<file path="config.mk">
export PLATFORM = sky130hd
export DESIGN_NAME = ip_bus_arbiter
export DESIGN_NICKNAME = d
export VERILOG_FILES = /design/src/rtl/ip_bus_arbiter.sv
export SDC_FILE = /design/constraint.sdc
export NUM_CORES = 1
export LEC_CHECK = 0
export ABC_AREA = 1
export BUFFER_PORTS_ARGS = -buffer_cell sky130_fd_sc_hd__buf_2
export CAP_MARGIN = 20
export CORE_MARGIN = 8
export CORE_UTILIZATION = 35
export DETAILED_ROUTE_END_ITERATION = 12
export GPL_TIMING_DRIVEN = 0
export HOLD_SLACK_MARGIN = 0.1
export SLEW_MARGIN = 5
export SYNTH_ARGS = -nofsm -noshare
export SYNTH_HDL_FRONTEND = slang
export SYNTH_SLANG_ARGS = --single-unit
</file>
<file path="constraint.sdc">
create_clock -name clk -period 2.1 [get_ports clk]
set_input_delay 0.21 -clock clk [delete_from_list [all_inputs] [get_ports clk]]
set_output_delay 0.21 -clock clk [all_outputs]
set_load 0.01 [all_outputs]
</file>
<file path="src/rtl/ip_bus_arbiter.sv">
// ---------------------------------------------------------------------------
// ip_bus_arbiter
//   Sequences internal bus accesses coming from the MSX cartridge bus
//   front-end. A rising edge on any of the four level strobes starts one
//   transaction. The access is decoded to a target (0 = memory, 1..3 = I/O
//   windows), a request/ack handshake runs with that target under a timeout,
//   and read data is returned to the front-end with a one-cycle ready pulse.
//
//   Optional build macro: BUS_ARBITER_STATS_EN adds the saturating
//   timeout_count output.
//
// Ports
//   clk, reset           system clock, asynchronous active-high reset
//   bus_address          access address from the front-end
//   bus_write_data       write data from the front-end
//   bus_io_read/write    I/O strobe levels
//   bus_memory_read/write memory strobe levels
//   bus_read_ready       one-cycle pulse, bus_read_data valid
//   bus_read_data        read data (held until the next read completes)
//   tgt_req              one-hot target request
//   tgt_write, tgt_io    access kind, valid while a request is active
//   tgt_address, tgt_wdata latched address / write data
//   tgt_ack              per-target acknowledge
//   tgt_rdata            target n read data on bits [8n+7:8n]
//   timeout_error        sticky timeout flag
//   timeout_count        (BUS_ARBITER_STATS_EN) saturating timeout counter
// ---------------------------------------------------------------------------
module ip_bus_arbiter #(
  parameter logic [7:0]  IO_BASE1 = 8'h00,
  parameter logic [7:0]  IO_BASE2 = 8'h10,
  parameter logic [7:0]  IO_BASE3 = 8'h20,
  parameter logic [7:0]  IO_MASK  = 8'hF0,
  parameter int unsigned TIMEOUT  = 64
) (
  input  logic        clk,
  input  logic        reset,
  input  logic [15:0] bus_address,
  input  logic [7:0]  bus_write_data,
  input  logic        bus_io_read,
  input  logic        bus_io_write,
  input  logic        bus_memory_read,
  input  logic        bus_memory_write,
  output logic        bus_read_ready,
  output logic [7:0]  bus_read_data,
  output logic [3:0]  tgt_req,
  output logic        tgt_write,
  output logic        tgt_io,
  output logic [15:0] tgt_address,
  output logic [7:0]  tgt_wdata,
  input  logic [3:0]  tgt_ack,
  input  logic [31:0] tgt_rdata,
  output logic        timeout_error
`ifdef BUS_ARBITER_STATS_EN
  ,
  output logic [7:0]  timeout_count
`endif
);

  // Last counter value of the request window; at this count an absent ack
  // turns into a timeout.
  localparam logic [7:0] CNT_LAST = 8'(TIMEOUT - 1);

  // Strobe indices, in descending priority order.
  localparam logic [1:0] SRC_MEM_RD = 2'd0;
  localparam logic [1:0] SRC_MEM_WR = 2'd1;
  localparam logic [1:0] SRC_IO_RD  = 2'd2;
  localparam logic [1:0] SRC_IO_WR  = 2'd3;

  typedef enum logic [1:0] {
    ST_IDLE     = 2'd0,
    ST_REQ      = 2'd1,
    ST_WAIT_END = 2'd2
  } state_t;

  // Map an access to its one-hot target; all zero means no I/O window hit.
  function automatic logic [3:0] decode_target(input logic is_io, input logic [7:0] port);
    logic [7:0] masked;
    masked = port & IO_MASK;
    if (!is_io) begin
      decode_target = 4'b0001;
    end else if (masked == IO_BASE1) begin
      decode_target = 4'b0010;
    end else if (masked == IO_BASE2) begin
      decode_target = 4'b0100;
    end else if (masked == IO_BASE3) begin
      decode_target = 4'b1000;
    end else begin
      decode_target = 4'b0000;
    end
  endfunction

  // Binary index of a one-hot target vector.
  function automatic logic [1:0] onehot_index(input logic [3:0] oh);
    case (oh)
      4'b0010: onehot_index = 2'd1;
      4'b0100: onehot_index = 2'd2;
      4'b1000: onehot_index = 2'd3;
      default: onehot_index = 2'd0;
    endcase
  endfunction

  state_t      state_r, state_nxt_s;
  logic [3:0]  level_s;
  logic [3:0]  level_prev_r;
  logic [3:0]  rise_s;
  logic        start_s;
  logic [1:0]  src_s;
  logic [1:0]  src_r;
  logic        start_write_s;
  logic        start_io_s;
  logic [3:0]  decode_s;
  logic [1:0]  tgt_idx_r;
  logic [7:0]  cnt_r;
  logic        ack_ok_s;
  logic        tmo_s;
  logic        src_level_s;
  logic [7:0]  rdata_sel_s;

  assign level_s = {bus_io_write, bus_io_read, bus_memory_write, bus_memory_read};
  assign rise_s  = level_s & ~level_prev_r;

  // Pick the highest-priority rising strobe as the transaction source
  always_comb begin
    start_s = 1'b0;
    src_s   = SRC_MEM_RD;
    if (rise_s[0]) begin
      start_s = 1'b1;
      src_s   = SRC_MEM_RD;
    end else if (rise_s[1]) begin
      start_s = 1'b1;
      src_s   = SRC_MEM_WR;
    end else if (rise_s[2]) begin
      start_s = 1'b1;
      src_s   = SRC_IO_RD;
    end else if (rise_s[3]) begin
      start_s = 1'b1;
      src_s   = SRC_IO_WR;
    end else begin
      start_s = 1'b0;
      src_s   = SRC_MEM_RD;
    end
  end

  assign start_write_s = (src_s == SRC_MEM_WR) || (src_s == SRC_IO_WR);
  assign start_io_s    = (src_s == SRC_IO_RD)  || (src_s == SRC_IO_WR);
  assign decode_s      = decode_target(start_io_s, bus_address[7:0]);

  // Only the bit of the currently requested target counts as an ack.
  assign ack_ok_s    = (state_r == ST_REQ) && ((tgt_ack & tgt_req) != 4'b0000);
  // An ack in the final window cycle wins over the timeout.
  assign tmo_s       = (state_r == ST_REQ) && (cnt_r == CNT_LAST) && !ack_ok_s;
  assign src_level_s = level_s[src_r];
  assign rdata_sel_s = tgt_rdata[{tgt_idx_r, 3'b000} +: 8];

  // FSM state register
  always_ff @(posedge clk or posedge reset) begin
    if (reset) begin
      state_r <= ST_IDLE;
    end else begin
      state_r <= state_nxt_s;
    end
  end

  // FSM next-state logic
  always_comb begin
    state_nxt_s = state_r;
    case (state_r)
      ST_IDLE: begin
        if (start_s) begin
          if (decode_s != 4'b0000) begin
            state_nxt_s = ST_REQ;
          end else begin
            state_nxt_s = ST_WAIT_END;
          end
        end else begin
          state_nxt_s = ST_IDLE;
        end
      end
      ST_REQ: begin
        if (ack_ok_s || tmo_s) begin
          state_nxt_s = ST_WAIT_END;
        end else begin
          state_nxt_s = ST_REQ;
        end
      end
      ST_WAIT_END: begin
        // One transaction per strobe assertion: hold until the source drops.
        if (!src_level_s) begin
          state_nxt_s = ST_IDLE;
        end else begin
          state_nxt_s = ST_WAIT_END;
        end
      end
      default: begin
        state_nxt_s = ST_IDLE;
      end
    endcase
  end

  // Strobe history, transaction latches, request window and return path
  always_ff @(posedge clk or posedge reset) begin
    if (reset) begin
      level_prev_r   <= 4'b0000;
      src_r          <= SRC_MEM_RD;
      tgt_idx_r      <= 2'd0;
      cnt_r          <= 8'd0;
      tgt_req        <= 4'b0000;
      tgt_write      <= 1'b0;
      tgt_io         <= 1'b0;
      tgt_address    <= 16'h0000;
      tgt_wdata      <= 8'h00;
      bus_read_ready <= 1'b0;
      bus_read_data  <= 8'h00;
      timeout_error  <= 1'b0;
    end else begin
      level_prev_r   <= level_s;
      bus_read_ready <= 1'b0;
      case (state_r)
        ST_IDLE: begin
          if (start_s) begin
            src_r       <= src_s;
            tgt_address <= bus_address;
            tgt_wdata   <= bus_write_data;
            tgt_write   <= start_write_s;
            tgt_io      <= start_io_s;
            tgt_req     <= decode_s;
            tgt_idx_r   <= onehot_index(decode_s);
            cnt_r       <= 8'd0;
          end
        end
        ST_REQ: begin
          if (ack_ok_s) begin
            tgt_req <= 4'b0000;
            if (!tgt_write) begin
              bus_read_data  <= rdata_sel_s;
              bus_read_ready <= 1'b1;
            end
          end else if (tmo_s) begin
            tgt_req       <= 4'b0000;
            timeout_error <= 1'b1;
            if (!tgt_write) begin
              bus_read_data  <= 8'hFF;
              bus_read_ready <= 1'b1;
            end
          end else begin
            cnt_r <= cnt_r + 8'd1;
          end
        end
        default: begin
          cnt_r <= cnt_r;
        end
      endcase
    end
  end

`ifdef BUS_ARBITER_STATS_EN
  // Saturating count of request timeouts
  always_ff @(posedge clk or posedge reset) begin
    if (reset) begin
      timeout_count <= 8'h00;
    end else if (tmo_s && (timeout_count != 8'hFF)) begin
      timeout_count <= timeout_count + 8'h01;
    end else begin
      timeout_count <= timeout_count;
    end
  end
`endif

endmodule
</file>
==> results.toml <==
[detailed_routing]
ant_nets = 0
dr_total_vias = 2890
first_iter_violations = 103
dr.pass1.iters = 4
viasPerCell = 4.57
wl_per_cell_um = 13.1
wirelength_um = 8280
drc = 0

[yosys]
ys_ff_latch = 57
synth_cell_types = 25
synthMuxAreaShare_pct = 0
synth_xor_area_share_pct = 0.611
synthFlopType = "dfrtp_1"
async_flop_share_pct = 100
yosys.area.top_type = "dfrtp_1"
yosysTopAreaCellShare_pct = 49.7
synth_compound_area_share_pct = 6.24
synth-adder-area-share_pct = 0.436
synth_top_family_by_area = "simple AND/OR/NAND/NOR gates"
synth-edff-count = 0
avgSynthCellArea_um2 = 7.57
synth-simple-area-share_pct = 37.0
synth_nets = 446
netlist_instances = 379
synth_area_leaders = "dfrtp_1 (50%), nand2_1 (25%), nor2_1 (4.3%), o21ai_0 (3.1%), inv_1 (2.6%)"
ys_seq_area_share_pct = 49.7
synth_warnings = 0
syn_area_um2 = 2870

[worst_setup_path]
worstPathCellList = "dlygate4sd3_1 > buf_2 > nand2_1 > nand2_1 > nor2_4 > nor2_4 > buf_6 > nor2_1 > nand2_1 > nand2_1"
cp.required_ns = 2.37
end_kind = "flop"
r2r_cells = 9
slowest_delay_ns = 0.53
cp.arrival_ns = 1.85
rrSetupSlack_ns = 0.55
start_kind = "primary input"
criticalPathCategory = "primary input to flop"
rr_endpoint = "cnt_r[7]"
cpMaxStageDelayCell = "dlygate4sd3_1"
cp_max_fo = 10
path_common_cell = "nand2_1"
r2r-start = "cnt_r[0]"

[placed_design]
place.gp.congestion = 0.805
place_area_um2 = 3540
io_buffer_count = 105
place_hpwl_um = 6070

[global_routing]
grt_max_degree = 36
met3_usage_pct = 6.41
grt_busiest_layer = "met2"
antenna_found_initial = 0
met2_usage_pct = 25.7
grt_overflow_total = 0
grt_usage_pct = 15.3
grt_pass1_wl_um = 14000
use_met1_pct = 17.0
grt_pass1_vias = 3058

[timing]
hold_violations = 0
finClkSkew_ns = 0.00773
hold_ws_ns = 0.206
slew_violations = 0
setup_tns_ns = 0
setup_viol = 0
fmax_mhz = 634
rsz0062_at_grt = "no"
tightest_slew_ns = 0.523
period_minus_slack_ns = 1.58
slew_headroom_pct = 65.1
timing.final.crit_share_pct = 75.1

[clock_tree]
cts.clk_slew.worst_paths_ns = 0.07
root_buffer = "clkbuf_8"
cts_buffer_depth = 2
cts_inserted_buffers = 9
cts_htree_levels = 3
clk_latency_ns = 0.34
cts_num_sinks = 57
cts_tree = "yes"

[power]
pwr-share-clk_pct = 25.8
p_sw_share_pct = 38.3
power.internal_mw = 3.19
p_sw_mw = 1.98
ir_worst_vdd_mv = 0.576
p_leak_nw = 2.28
pwr-share-seq_pct = 33.9
pwr-share-comb_pct = 40.2
powerDensity_nw_per_um2 = 1270

[cells_and_area]
fin_nets = 590
layout_commonest_cell = "nand2_1"
multi_input_area_um2 = 1270
n_antenna_cell = 0
nFillCells = 793
design_area_um2 = 4080
drive_above_1_share_pct = 27.8
final_cell_mix = "nand2_1 (192), buf_2 (110), dfrtp_1 (57)"
seq_area_um2 = 1430
syn2layout_area_growth_pct = 42.2

[die]
start_util_pct = 35.4
pin_count = 106
fp.coreArea_um2 = 8090
die_x_um = 107
fp.dieArea_um2 = 11300
die_y_um = 107
fp-row-count = 33

[worst_hold_path]
worstHoldStart = "bus_address[5]"
hold_class = "primary input to flop"
hold_path_end = "tgt_address[5]"
whs_path_depth = 3

[flow_run]
maxCapViolations = 0

[outcome]
status = "complete, no violations"
[sequential cells by signal, summed over array words and instances (netlist names)]
name and count:
bus_read_data 8, bus_read_ready 1, cnt_r 8, level_prev_r 4, src_r 2, state_r 2
tgt_address 16, tgt_idx_r 2, tgt_io 1, tgt_req 4, tgt_wdata 8, timeout_error 1
[worst max-delay path, delay by kind of cell]
family | cells | cell delay [ns]
and+or+nand+nor | 7 | 0.82
buffers and inverters | 3 | 0.80
[power by group through the flow]
stage	Combinational [mW]	Clock [mW]	Sequential (mW)
6_report	2.08	1.34	1.76
5_1_grt	2.38	1.43	1.81
4_1_cts	2.11	1.37	1.76
3_5_place_dp	2.07	0	1.77
3_3_place_gp	2.02	0	1.76
2_1_floorplan	1.16	0	1.92
[worst max-delay path by stage]
stage                            end  cells past startpoint         from  slack (ns)
floorplan           bus_read_data[0]                      1        reset        0.49
global placement          tgt_req[0]                      2        reset       -0.29
detailed placement          cnt_r[7]                      9     cnt_r[0]        0.54
CTS                         cnt_r[7]                      9     cnt_r[0]        0.52
global route        bus_read_data[6]                      8     cnt_r[0]        0.29
finish                    tgt_req[0]                     10  bus_io_read        0.52
[what timing repair did]
| action | 4_1_cts | 5_1_grt |
|---|---|---|
| endpoints found under the hold margin | 48 | 0 |
| gates resized for setup | 0 | 0 |
| hold buffers | 27 | 0 |
| buffers inserted | 0 | 0 |
[layout make-up]
type	instances	share of cell area, %
multi-input cells	287	31.1
clock inverters	4	2.39
repair buffers	133	20.0
well taps	105	3.22
clock buffers	12	4.05
inverters	24	2.21
plain buffers	11	1.99
flip-flops and latches	57	35.0
[synth_stat cells (2+ instances only)]
cell      instances
nor2_1           33
buf_6             4
dfrtp_1          57
nand2_4           2
xor2_1            2
nand3_1          12
nor2_4            5
o21ai_0          18
o211ai_1          8
inv_2             3
nand2_1         192
inv_1            20
buf_2             5
nor2_8            2
a21oi_1           2
nor3_1            5
[per-layer routing]
metal	part of all wire [%]	wire length, um	up-vias
met5	0	0	-
met4	1.4	112	0
met3	8.5	703	8
met2	49	4050	85
met1	41	3420	1333
li1	-	-	1464
[stage by stage]
| stage | power, mW | utilization (%) | cells | setup WS, ns |
|---|---|---|---|---|
| after CTS | 5.23 | 50.4 | 633 | 0.522 |
| after global placement | 3.78 | 43.6 | 589 | -0.286 |
| after detailed placement | 3.84 | 43.8 | 590 | 0.536 |
| after floorplan | 3.08 | - | 379 | 0.490 |
| after global routing | 5.63 | 50.4 | 633 | 0.288 |
| final | 5.17 | 50.4 | 633 | 0.523 |
[cells by family after synthesis]
| kind of cell | count (synthesis) |
|---|---|
| adder cells (fa/ha/maj) | 1 |
| buffers and inverters | 35 |
| flip-flops | 57 |
| AND/OR/NAND/NOR | 253 |
| XOR/XNOR | 2 |
| AO/OA/AOI/OAI | 31 |
Note: power is estimated with default switching activity, not from simulation.
